File: config.mk
export PLATFORM = sky130hd
export DESIGN_NAME = fp_adder_buff
export DESIGN_NICKNAME = d
export VERILOG_FILES = /design/src/rtl/fp_add_arbiter.sv
export SDC_FILE = /design/constraint.sdc
export NUM_CORES = 1
export LEC_CHECK = 0
export BUFFER_PORTS_ARGS = -buffer_cell sky130_fd_sc_hd__clkbuf_2
export CORE_ASPECT_RATIO = 1.5
export CORE_MARGIN = 5
export CORE_UTILIZATION = 45
export CTS_CLUSTER_SIZE = 16
export DETAILED_ROUTE_END_ITERATION = 8
export PLACE_DENSITY_LB_ADDON = 0.08
export SLEW_MARGIN = 10
export SYNTH_ARGS = -nofsm -noshare
export SYNTH_HDL_FRONTEND = slang
export SYNTH_HIERARCHICAL = 1
export SYNTH_SLANG_ARGS = --single-unit
File: constraint.sdc
create_clock -name clk -period 33.3 [get_ports clk]
set_clock_uncertainty 0.2 [all_clocks]
set_input_delay 1.665 -clock clk [delete_from_list [all_inputs] [get_ports clk]]
set_output_delay 1.665 -clock clk [all_outputs]
set_load 0.005 [all_outputs]
File: src/rtl/fp_add_arbiter.sv
// Two-requester round-robin front end for one shared, two-stage registered FP32 adder.
// Also holds the combinational adder and its registered wrapper that sit behind the arbiter.

module fp_adder (
    input  logic [31:0] a_i,
    input  logic [31:0] b_i,
    output logic [31:0] sum_o,
    output logic        overflow_o,
    output logic        underflow_o
);
    logic              sa, sb, s_big, s_sml;
    logic [7:0]        ea, eb, e_big, e_sml, shamt;
    logic [23:0]       ma, mb, m_big, m_sml;
    logic [26:0]       big_x, sml_x, sml_ext;
    logic [27:0]       raw;
    logic [4:0]        lz;
    logic              lz_found;
    logic [26:0]       norm;
    logic signed [9:0] exp_n, exp_r;
    logic [24:0]       mant_r;
    logic [23:0]       mant;
    logic              rnd_up;
    logic              a_nan, b_nan, a_inf, b_inf;

    always_comb begin
        // NOTE: every variable is given a default before any branch so no latch is inferred.
        sum_o       = 32'h0;
        overflow_o  = 1'b0;
        underflow_o = 1'b0;
        lz          = 5'd0;
        lz_found    = 1'b0;

        // Subnormal inputs are flushed to zero; exponent 255 takes the special path below.
        sa = a_i[31];
        sb = b_i[31];
        ea = a_i[30:23];
        eb = b_i[30:23];
        ma = (ea != 8'd0) ? {1'b1, a_i[22:0]} : 24'h0;
        mb = (eb != 8'd0) ? {1'b1, b_i[22:0]} : 24'h0;
        a_nan = (ea == 8'hFF) && (a_i[22:0] != 23'h0);
        b_nan = (eb == 8'hFF) && (b_i[22:0] != 23'h0);
        a_inf = (ea == 8'hFF) && (a_i[22:0] == 23'h0);
        b_inf = (eb == 8'hFF) && (b_i[22:0] == 23'h0);

        if ({ea, ma} >= {eb, mb}) begin
            s_big = sa; e_big = ea; m_big = ma;
            s_sml = sb; e_sml = eb; m_sml = mb;
        end else begin
            s_big = sb; e_big = eb; m_big = mb;
            s_sml = sa; e_sml = ea; m_sml = ma;
        end

        // Three extra LSBs carry guard, round and sticky through alignment.
        shamt   = e_big - e_sml;
        big_x   = {m_big, 3'b000};
        sml_ext = {m_sml, 3'b000};
        if (shamt >= 8'd27) begin
            sml_x = {26'h0, |m_sml};
        end else begin
            sml_x    = sml_ext >> shamt;
            sml_x[0] = sml_x[0] | (|(sml_ext & ((27'd1 << shamt) - 27'd1)));
        end

        if (s_big == s_sml) raw = {1'b0, big_x} + {1'b0, sml_x};
        else                raw = {1'b0, big_x} - {1'b0, sml_x};

        for (int i = 26; i >= 0; i--) begin
            if (!lz_found && raw[i]) begin
                lz       = 5'(26 - i);
                lz_found = 1'b1;
            end
        end

        if (raw[27]) begin
            norm  = raw[27:1] | {26'h0, raw[0]};
            exp_n = $signed({2'b00, e_big}) + 10'sd1;
        end else begin
            norm  = raw[26:0] << lz;
            exp_n = $signed({2'b00, e_big}) - $signed({5'b00000, lz});
        end

        // Round to nearest, ties to even; a carry out renormalises by one place.
        rnd_up = norm[2] && (norm[1] || norm[0] || norm[3]);
        mant_r = {1'b0, norm[26:3]} + {24'h0, rnd_up};
        if (mant_r[24]) begin
            mant  = mant_r[24:1];
            exp_r = exp_n + 10'sd1;
        end else begin
            mant  = mant_r[23:0];
            exp_r = exp_n;
        end

        if (a_nan || b_nan || (a_inf && b_inf && (sa != sb))) begin
            sum_o = 32'h7FC00000;
        end else if (a_inf) begin
            sum_o = a_i;
        end else if (b_inf) begin
            sum_o = b_i;
        end else if (raw == 28'h0) begin
            sum_o = 32'h0;
        end else if (exp_r >= 10'sd255) begin
            sum_o      = {s_big, 8'hFF, 23'h0};
            overflow_o = 1'b1;
        end else if (exp_r <= 10'sd0) begin
            sum_o       = {s_big, 31'h0};
            underflow_o = 1'b1;
        end else begin
            sum_o = {s_big, exp_r[7:0], mant[22:0]};
        end
    end
endmodule

// Registered adder: operand registers, combinational add, result registers, one common enable.
module fp_adder_buff (
    input  logic        clk,
    input  logic        rst,
    input  logic        en,
    input  logic [31:0] a_i,
    input  logic [31:0] b_i,
    output logic [31:0] sum_o,
    output logic        overflow_o,
    output logic        underflow_o
);
    logic [31:0] a_q, b_q, sum_d, sum_q;
    logic        ovf_d, ovf_q, unf_d, unf_q;

    fp_adder u_add (
        .a_i         (a_q),
        .b_i         (b_q),
        .sum_o       (sum_d),
        .overflow_o  (ovf_d),
        .underflow_o (unf_d)
    );

    // NOTE: reset is synchronous and overrides en, so the stages clear even while stalled.
    always_ff @(posedge clk) begin
        if (rst) begin
            a_q   <= 32'h0;
            b_q   <= 32'h0;
            sum_q <= 32'h0;
            ovf_q <= 1'b0;
            unf_q <= 1'b0;
        end else if (en) begin
            a_q   <= a_i;
            b_q   <= b_i;
            sum_q <= sum_d;
            ovf_q <= ovf_d;
            unf_q <= unf_d;
        end
    end

    assign sum_o       = sum_q;
    assign overflow_o  = ovf_q;
    assign underflow_o = unf_q;
endmodule

======== Yosys cells after proc, flatten, opt, wreduce, memory -nomap -nowiden ========
Cells that the tools add are included.
operators by class
  multiplexer cells ....................... 83
  eq/ne operators ......................... 4
  $lt $le $gt $ge ......................... 4
  $mul .................................... 0
  divide/modulo/power cells ............... 0
  bitwise operators ....................... 3
  add/sub/neg operators ................... 8
  shift-type cells ........................ 3
  reduce and logical (&&, ||, !) cells .... 72
operator list
  kind                   count
  $mux 32                4
  $mux 24                4
  $mux 31                2
  $mux 5                 11
  $mux 27                2
  $logic_not 23->1       2
  $reduce_bool 23->1     2
  $mux 1                 40
  $logic_and 1x1->1      33
  $ge 32x32->1           1
  $mux 4                 8
  $add 27x27->28         1
  $logic_not 28->1       1
  $mux 28                1
  $sub 27x27->28         1
  $and 27x27->27         1
  $or 27x1->27           1
  $reduce_or 27->1       1
  $shl 1x8->27 const A   1
  $shl 27x5->27          1
  $shr 27x8->27          1
  $sub 27x1->27 const B  1
  $logic_not 1->1        26
  $add 24x1->25          1
  19 further kinds       30
word-level totals
  output and inout bits ................... 34
  bits in writable memories ............... 0
  bits in read-only memories .............. 0
  memories kept ........................... 0
  bits of input ports ..................... 67
  logic and storage cells ................. 182
  register bits ........................... 98
  bits in latches ......................... 0

======== Longest topological paths before layout ========
Gate-level depths: netlist of run 1.
  depth in word-level cells ............... 106
  depth in mapped cells ................... 78
  gate-level depth less buffers ........... 66

======== Cells and area by module ========
Netlist of run 1, hierarchy kept.
modules (own cells, without submodules)
  module         cells an instance  sequential area each (um2)  area each (um2)  instances
  fp_adder       2071               0.0                         12903.6          1
  fp_adder_buff  316                1961.9                      3458.3           1

======== Worst setup path before layout of run 1 ========
No wires, ideal clock.
  path type ............................... reg-to-reg
  from .................................... register b_q[24]
  to ...................................... register sum_q[10] (netlist: sum_o[10])
  stages on the path, launching flop included .. 70
  buffers on the path ..................... 12
  clock period less this slack ............ 14022 ps
  library setup time ...................... 128 ps
  slack ................................... 19278 ps
  data required time ...................... 32972 ps
  arrival time ............................ 13694 ps
  cells stage by stage .................... dfxtp_1 nor4_1 nand2_1 clkbuf_1 buf_1 nand2_1 ha_1 a21oi_1 o21ai_0 a221o_1 nor2_1 a211oi_1 or2_1 inv_2 ha_1 clkbuf_1 or3_1 a22oi_1 (+34 left out) inv_1 fa_1 a21o_1 a21oi_1 o21ai_0 nor3_1 nor2_1 xnor2_1 nor3_1 xnor2_1 nor2b_1 o21ai_0 mux2_2 o311ai_1 buf_2 a211oi_1 mux2i_1 nor2_1
between the ends
  cells in the longest elaborated chain, start to end .. 106
  elaborated cells between the ends (all ways) .. 156
  classes of those cells .................. add/sub (8); order compare (4); eq/ne (2); shift (3); mux (71); bitwise (3); reduce/logical (65)
ends and longest elaborated chain
  element                 line  RTL
  start, declared         124   logic [31:0] a_q, b_q, sum_d, sum_q;
  start signal, assigned  145   b_q <= b_i;
  $reduce_bool 8->1       39    mb = (eb != 8'd0) ? {1'b1, b_i[22:0]} : 24'h0;
  $mux 24                 39
  $ge 32x32->1            45    if ({ea, ma} >= {eb, mb}) begin
  $mux 8                  45
  $sub 8x8->8             54    shamt = e_big - e_sml;
  $shl 1x8->27            61    sml_x[0] = sml_x[0] | (|(sml_ext & ((27'd1 << shamt) - 27'd1)));
  $sub 27x1->27           61
  $and 27x27->27          61
  (+91 left out)          n/a
  $le 10x1->1             104   end else if (exp_r <= 10'sd0) begin
  $mux 31                 104
  $mux 31                 101   end else if (exp_r >= 10'sd255) begin
  $mux 32                 99    end else if (raw == 28'h0) begin
  $mux 32                 97    end else if (b_inf) begin
  $mux 32                 95    end else if (a_inf) begin
  $mux 32 *               93    if (a_nan || b_nan || (a_inf && b_inf && (sa != sb))) begin
  named net sum_d[10]     124
  end signal, assigned    146   sum_q <= sum_d;
  end, declared           124
Mark *: on every way through the listed nets, which the timed path passes. The rest lies on a longest branch.
A chain may end at the register's enable or synchronous reset.

======== Worst setup path after layout of run 1 ========
  from .................................... register b_q[30]
  to ...................................... register sum_q[15] (netlist: sum_o[15])
Same word-level chain as after synthesis.

==> metrics.txt, run 1 <==
top cells by count, synth nor2_1 (298), nand2_1 (292), a21oi_1 (153), mux2i_1 (148), o21ai_0 (147); max_cap viols 0; Post-CTS Hold Buffers 0; Largest stage delay, worst path 0.86 ns; total gr overflow 0; Skew-Pair Late Insertion Delay 0.37 ns; share of layout cells above drive strength 1 10.7%; flops & latches, synth 98; Post-synth EDFFs 0; minimum clock period between 15 and 20 ns; Placer Congestion 1.06; Filler Cell Count between 3000 and 4000; Max stage delay cell, worst path a2111oi_1; die height 244 µm; CTS root buf clkbuf_16; area leader, netlist dfxtp_1; Clk pwr share 7.8%; CTS clk-pin slew, worst paths 0.08 ns; syn_area_per_cell between 6 and 7 µm²; count of cell types in the netlist 109; Final HPWL DP 60400 µm; FF-to-FF Start b_q[30]; Crit. path cell count 51; Hold Fails Final Rpt 0; hold path start sum_o[12]; Top cell by count, worst path nand2_1; final setup fails 0; internal power 602 µW; WS Path Type register to register; sequential power share 10.4%; Die X 166 µm; worst r2r dst sum_o[15]; initial detailed-routing violation count ~1800; VDD IR max 0.0365 mV; area grow syn2layout 6.67%; largest net degree at the start of global routing 99; syn nets 2546; Slew HR 11.6%; Setup Fix Bufs, Post-CTS 0; placed inst area 17100 µm²; core area 35900 µm²; cells on worst reg2reg path 51; CTS tree yes; worst hold path class register to register; main flop type after synthesis dfxtp_1; per-cell routed wire length 26.2 µm; I/O pins 101; outcome finished clean; Pre-antenna DRT Iters 6; flop-to-flop setup slack 15.60 ns; asr flop ratio synth 0%; fmax roughly 56 MHz; Die ar. just over 40000 µm²; # DRC 0; cell area after layout ~17000 µm²; count leader, synth nor2_1; num rows 85; Tcrit/Tclk final 53.2%; via density per instance 6.65; first-pass GRT wire length ~110000 µm; Post-Synthesis Cells 2387; Buffers on Ports 100; Power Density 85.6 nW/µm²; Setup crit start b_q[30]; setup TNS 0 ns; Psw roughly 900 µW; CTS Buf Count 9; Critical Path End sum_o[15]; initial core utilization 45.5%; Mapped Area 16400 µm²; Req. time, crit path 33.32 ns; Worst Path Arrival 17.72 ns; initial antenna violation count 0; combinational share of power 81.8%; multi-input combinational cell area 13400 µm²; CP Max Fanout 49; Reg area 1960 µm²; All-Layer GR Usage 35.4%; yosys warns 6; synth top area cells dfxtp_1 (12%), mux2i_1 (9.1%), ha_1 (6.9%), nor2_1 (6.8%), nand2_1 (6.7%); CP top delay family simple AND/OR/NAND/NOR gates; vias in the first global route 18700; sw frac roughly 60%; Final Max Slew Viols 0; Tightest Pin Transition roughly 1.3 ns; total number of vias 19100; leakage approximately 0.0075 µW; CP endpoint kind register; Synth top area share 12.0%; Gates resized, CTS repair 0; WP buf/inv 6; H-Tree Level Count 3; ANT nets after route 0; final wirelength 75200 µm; Final Net Count 2553; antenna cells 0; CP Launch Type register; CTS sink count 98; post-synthesis sequential area ratio around an eighth; RSZ-0062 raised after global routing false; maximum root-to-sink buffer count 2
registers in the layout, summed over array words and instances (netlist names):
register,cells
b_q,32
a_q,32
overflow_o,1
underflow_o,1
sum_o,32
per-layer routing:
| metal | track usage (%) | part of all wire (%) | wire length (µm) |
|---|---|---|---|
| met1 | 35.1 | 34 | 25300 |
| met4 | 28.0 | 9.9 | 7440 |
| met3 | 4.41 | 5.3 | 3990 |
| met2 | 66.0 | 51 | 38500 |
| met5 | 0 | 0 | 0 |
how the worst min path moves through the flow:
stage / to / slack [ns] / cells past startpoint
after global routing: sum_o[26] / 0.34 / 2
after floorplan: a_q[10] / 0.28 / 2
final: sum_o[12] / 0.30 / 2
after global placement: sum_o[26] / 0.28 / 2
after detailed placement: sum_o[12] / 0.28 / 2
after CTS: sum_o[12] / 0.30 / 2
final cells by class:
class / count / area share, %
clock buffers: 9 / 1.29
well taps: 478 / 3.43
multi-input cells: 2031 / 76.5
flip-flops and latches: 98 / 11.2
clock inverters: 7 / 0.545
repair buffers: 137 / 4.47
inverters: 117 / 2.52
placed cells by master (no fill, tap or decap), types with 45 or more instances in the layout:
cell and instances:
o21ai_0 147, nor2_1 297, clkbuf_2 98, nor3_1 103
mux2i_1 148, inv_1 110, a21oi_1 153, ha_1 89
nand2_1 291, dfxtp_1 98, xnor2_1 45, nand3_1 62
power groups by stage:
stage	sequential [µW]	combinational, µW	clock [µW]
2_1_floorplan	154	818	0
3_3_place_gp	158	1180	0
3_5_place_dp	158	1180	0
4_1_cts	156	1180	119
5_1_grt	159	1300	124
6_report	156	1220	116
kinds of logic after synthesis:
kind of cell | after synthesis | share of synthesized area [%]
AND/OR/NAND/NOR | 976 | 28.1
AO/OA/AOI/OAI | 718 | 30.3
buffers and inverters | 258 | 6.74
multiplexers | 185 | 12.5
flip-flops | 98 | 12.0
adder cells (fa/ha/maj) | 93 | 7.19
XOR/XNOR | 59 | 3.16
worst register-to-register path: cells and delay by family (launching register included):
kind                       cells  cell delay (ns)
AOI/OAI and AO/OA             17             5.13
adders and majority gates      3             1.02
buffers and inverters          6             2.19
DFF                            1             0.37
muxes                          6             2.40
and+or+nand+nor               19             6.25
metrics by stage:
stage / util [%] / power (µW) / hold WS [ns] / worst slack (ns) / cells
floorplan: - / 972 / 0.275 / 19.28 / 2387
global placement: 47.7 / 1340 / 0.276 / 15.96 / 2861
detailed placement: 47.7 / 1340 / 0.283 / 15.79 / 2861
CTS: 48.5 / 1460 / 0.303 / 15.77 / 2877
global route: 48.6 / 1580 / 0.338 / 14.46 / 2877
finish: 48.6 / 1490 / 0.298 / 15.60 / 2877
No activity file was read; power rests on OpenSTA's default activity.
==> run 2, diff against run 1 <==
Settings changed: ABC_AREA set to 1.
Clock period 33.3 ns to 15.2 ns, I/O delays scaled along.
==> metrics.txt, run 2 <==
Placer Congestion 1.02 (-4.4%); hold path depth 2 (unchanged); top cells by count, synth nand2_1 (805), nor2_1 (438), inv_1 (397), nand3_1 (249), o21ai_0 (124); Compound-Gate Fraction of Synth Area 12.1% (-18 points); post-synthesis sequential area ratio 11.9% (-0.057 points); mux cell area share after synthesis 0% (-12 points); total gr overflow 0 (unchanged); most frequent cells in the layout nand2_1 (805), nor2_1 (435), inv_1 (397); syn nets 3088 (+21%); initial detailed-routing violation count 1587 (-12%); Tightest Pin Transition 1.13 ns (-0.184 ns); Final Max Slew Viols 0 (unchanged); total power 3150 µW (+110%); maximum root-to-sink buffer count 2 (unchanged); total number of vias 18800 (-1.8%); I/O pins 101 (unchanged); Final HPWL DP 50100 µm (-17%); most common cell after layout, fill and taps aside nand2_1; Adder-Cell Fraction of Synth Area 7.09% (-0.095 points); synth top area cells nand2_1 (18%), dfxtp_1 (12%), nor2_1 (10%), inv_1 (9.1%), nand3_1 (7.6%); syn_area_per_cell 5.61 µm² (-18%); fmax 71.5 MHz (+27%); largest family of logic cells by synthesized area simple AND/OR/NAND/NOR gates; Tcrit/Tclk final 92.1% (+39 points); CTS clk-pin slew, worst paths 0.07 ns (about the same); CP endpoint kind register; CP top delay family simple AND/OR/NAND/NOR gates; worst hold path class register to register; area grow syn2layout 4.92%; Top cell by count, worst path nand2_1; largest net degree at the start of global routing 122 (+23%); Req. time, crit path 15.29 ns (-18.03 ns); cells on worst reg2reg path 99 (+94%); via density per instance 5.44 (-18%); yosys warns 6 (unchanged); CP Launch Type register; XOR/XNOR Fraction of Synth Area 3.09% (-0.068 points); leakage 0.00932 µW (+24%); Largest stage delay, worst path 0.44 ns (-0.42 ns); antenna cells 0 (unchanged); Buffers on Ports 100 (unchanged); Power Density 182 nW/µm² (+110%); Die ar. 40500 µm² (+0.46%); RSZ-0062 raised after global routing false; Post-Synth Simple-Gate Area 49.8% (+22 points); count leader, synth nand2_1; Hold Path End sum_o[14]; main flop type after synthesis dfxtp_1; Pre-antenna DRT Iters 6 (unchanged); Final WS setup 1.21 ns (-14.39 ns); Hold Fails Final Rpt 0 (unchanged); CTS sink count 98 (unchanged); Final Net Count 3127 (+22%); CP Max Fanout 28 (-43%); vias in the first global route 17900 (-4.1%); area leader, netlist nand2_1; CTS tree yes; Filler Cell Count 4049 (+2.6%); Mapped Area 16400 µm² (+0.48%); cell area after layout 17200 µm² (-1.2%); ANT nets after route 0 (unchanged); Skew-Pair Late Insertion Delay 0.35 ns (-0.02 ns); flop-to-flop setup slack 1.21 ns (-14.39 ns); initial antenna violation count 0 (unchanged); H-Tree Level Count 3 (unchanged); worst r2r dst sum_o[1]; pre-CTS WS 0.243 ns (-15.55 ns); Synth top area share 18.4% (+6.4 points); Max stage delay cell, worst path dfxtp_1; asr flop ratio synth 0% (unchanged); minimum clock period 13.99 ns (-3.71 ns); Post-Synthesis Cells 2929 (+23%); final wirelength 61000 µm (-19%); setup TNS 0 ns (unchanged); outcome finished clean; placed inst area 16700 µm² (-2.4%); FF-to-FF Start a_q[24]; VDD IR max 0.0994 mV (+170%); hold path start sum_o[14]; WS Path Type register to register; Post-synth EDFFs 0 (unchanged); Slew HR 24.7% (+13 points); WP buf/inv 17 (+11); # DRC 0 (unchanged); flops & latches, synth 98 (unchanged); max_cap viols 0 (unchanged); All-Layer GR Usage 28.5% (-6.9 points); count of cell types in the netlist 71 (-35%); CTS Buf Count 9 (unchanged); first-pass GRT wire length 94200 µm (-16%); num rows 85 (unchanged); core area 36100 µm² (+0.30%); CTS root buf clkbuf_16; Worst Path Arrival 14.08 ns (-3.64 ns); initial core utilization 45.6% (+0.084 points); Die X 166 µm (+0.23%); share of layout cells above drive strength 1 12.5% (+1.8 points); final setup fails 0 (unchanged); per-cell routed wire length 17.7 µm (-32%); die height 244 µm (+0.23%)
run 2: cell types whose count changed after synthesis, moves of 34 or more:
cell and delta:
nand2_1 +513, inv_1 +287, nand3_1 +187, mux2i_1 -148
nor2_1 +140, nor3_1 -73, a21oi_1 -52, nand2_2 +48
nand4_1 +46, clkbuf_1 -44, xnor2_1 -36, nand3_2 +34
run 2: where the power goes:
part | leakage, µW | switching, µW | internal (µW)
clock network | 0.000136 | 109 | 114
registers | 0.000814 | 24.6 | 295
logic | 0.00837 | 1810 | 794
run 2: area by class of cell:
cell class / count / area [µm²] / area share (%)
clock buffer: 9 / 225 / 1.31
clock inverter: 7 / 60.1 / 0.348
inverter: 428 / 1620 / 9.40
multi-input combinational: 2285 / 11900 / 69.1
sequential: 98 / 1960 / 11.4
tap: 478 / 598 / 3.47
timing repair buffer: 146 / 863 / 5.01
run 2: per-stage QoR:
stage | hold WS, ns | instances | util (%)
floorplan | 0.249 | 2929 | -
global placement | 0.258 | 3412 | 46.4
detailed placement | 0.264 | 3412 | 46.4
CTS | 0.275 | 3428 | 47.2
global route | 0.292 | 3451 | 47.8
finish | 0.272 | 3451 | 47.8
run 2: repair_timing:
action	in CTS	in global routing
hold buffers	0	0
resized for setup	0	15
endpoints found under the setup margin	0	33
setup buffers	0	22
run 2: worst max-delay path by stage:
stage | startpoint | to | slack [ns] | depth (start not counted)
6_report | a_q[24] | sum_o[1] | 1.21 | 99
5_1_grt | a_q[24] | sum_o[16] | 0.01 | 104
4_1_cts | b_q[28] | sum_o[18] | 0.15 | 97
3_5_place_dp | b_q[28] | sum_o[18] | 0.24 | 97
3_3_place_gp | b_q[29] | sum_o[18] | 0.52 | 102
2_1_floorplan | b_q[28] | sum_o[8] | 3.33 | 104
run 2: kinds of logic (layout without fill, tap and decap cells):
logic type,Yosys count,in the layout
XOR/XNOR,55,55
flip-flops,98,98
AO/OA/AOI/OAI,341,341
adder cells (fa/ha/maj),92,92
AND/OR/NAND/NOR,1796,1797
buffers and inverters,547,590
run 2: tightest hold or removal path, delay by kind of cell, from the launching register on:
kind / cells / cell delay (ns)
flip-flops: 1 / 0.31
AND/OR/NAND/NOR: 2 / 0.13
run 2: routing by layer:
metal	part of all wire [%]	vias up	track usage (%)
li1	-	9453	-
met1	37	8555	29.8
met2	53	582	55.6
met3	3.6	179	2.36
met4	6.7	0	15.6
met5	0	-	0
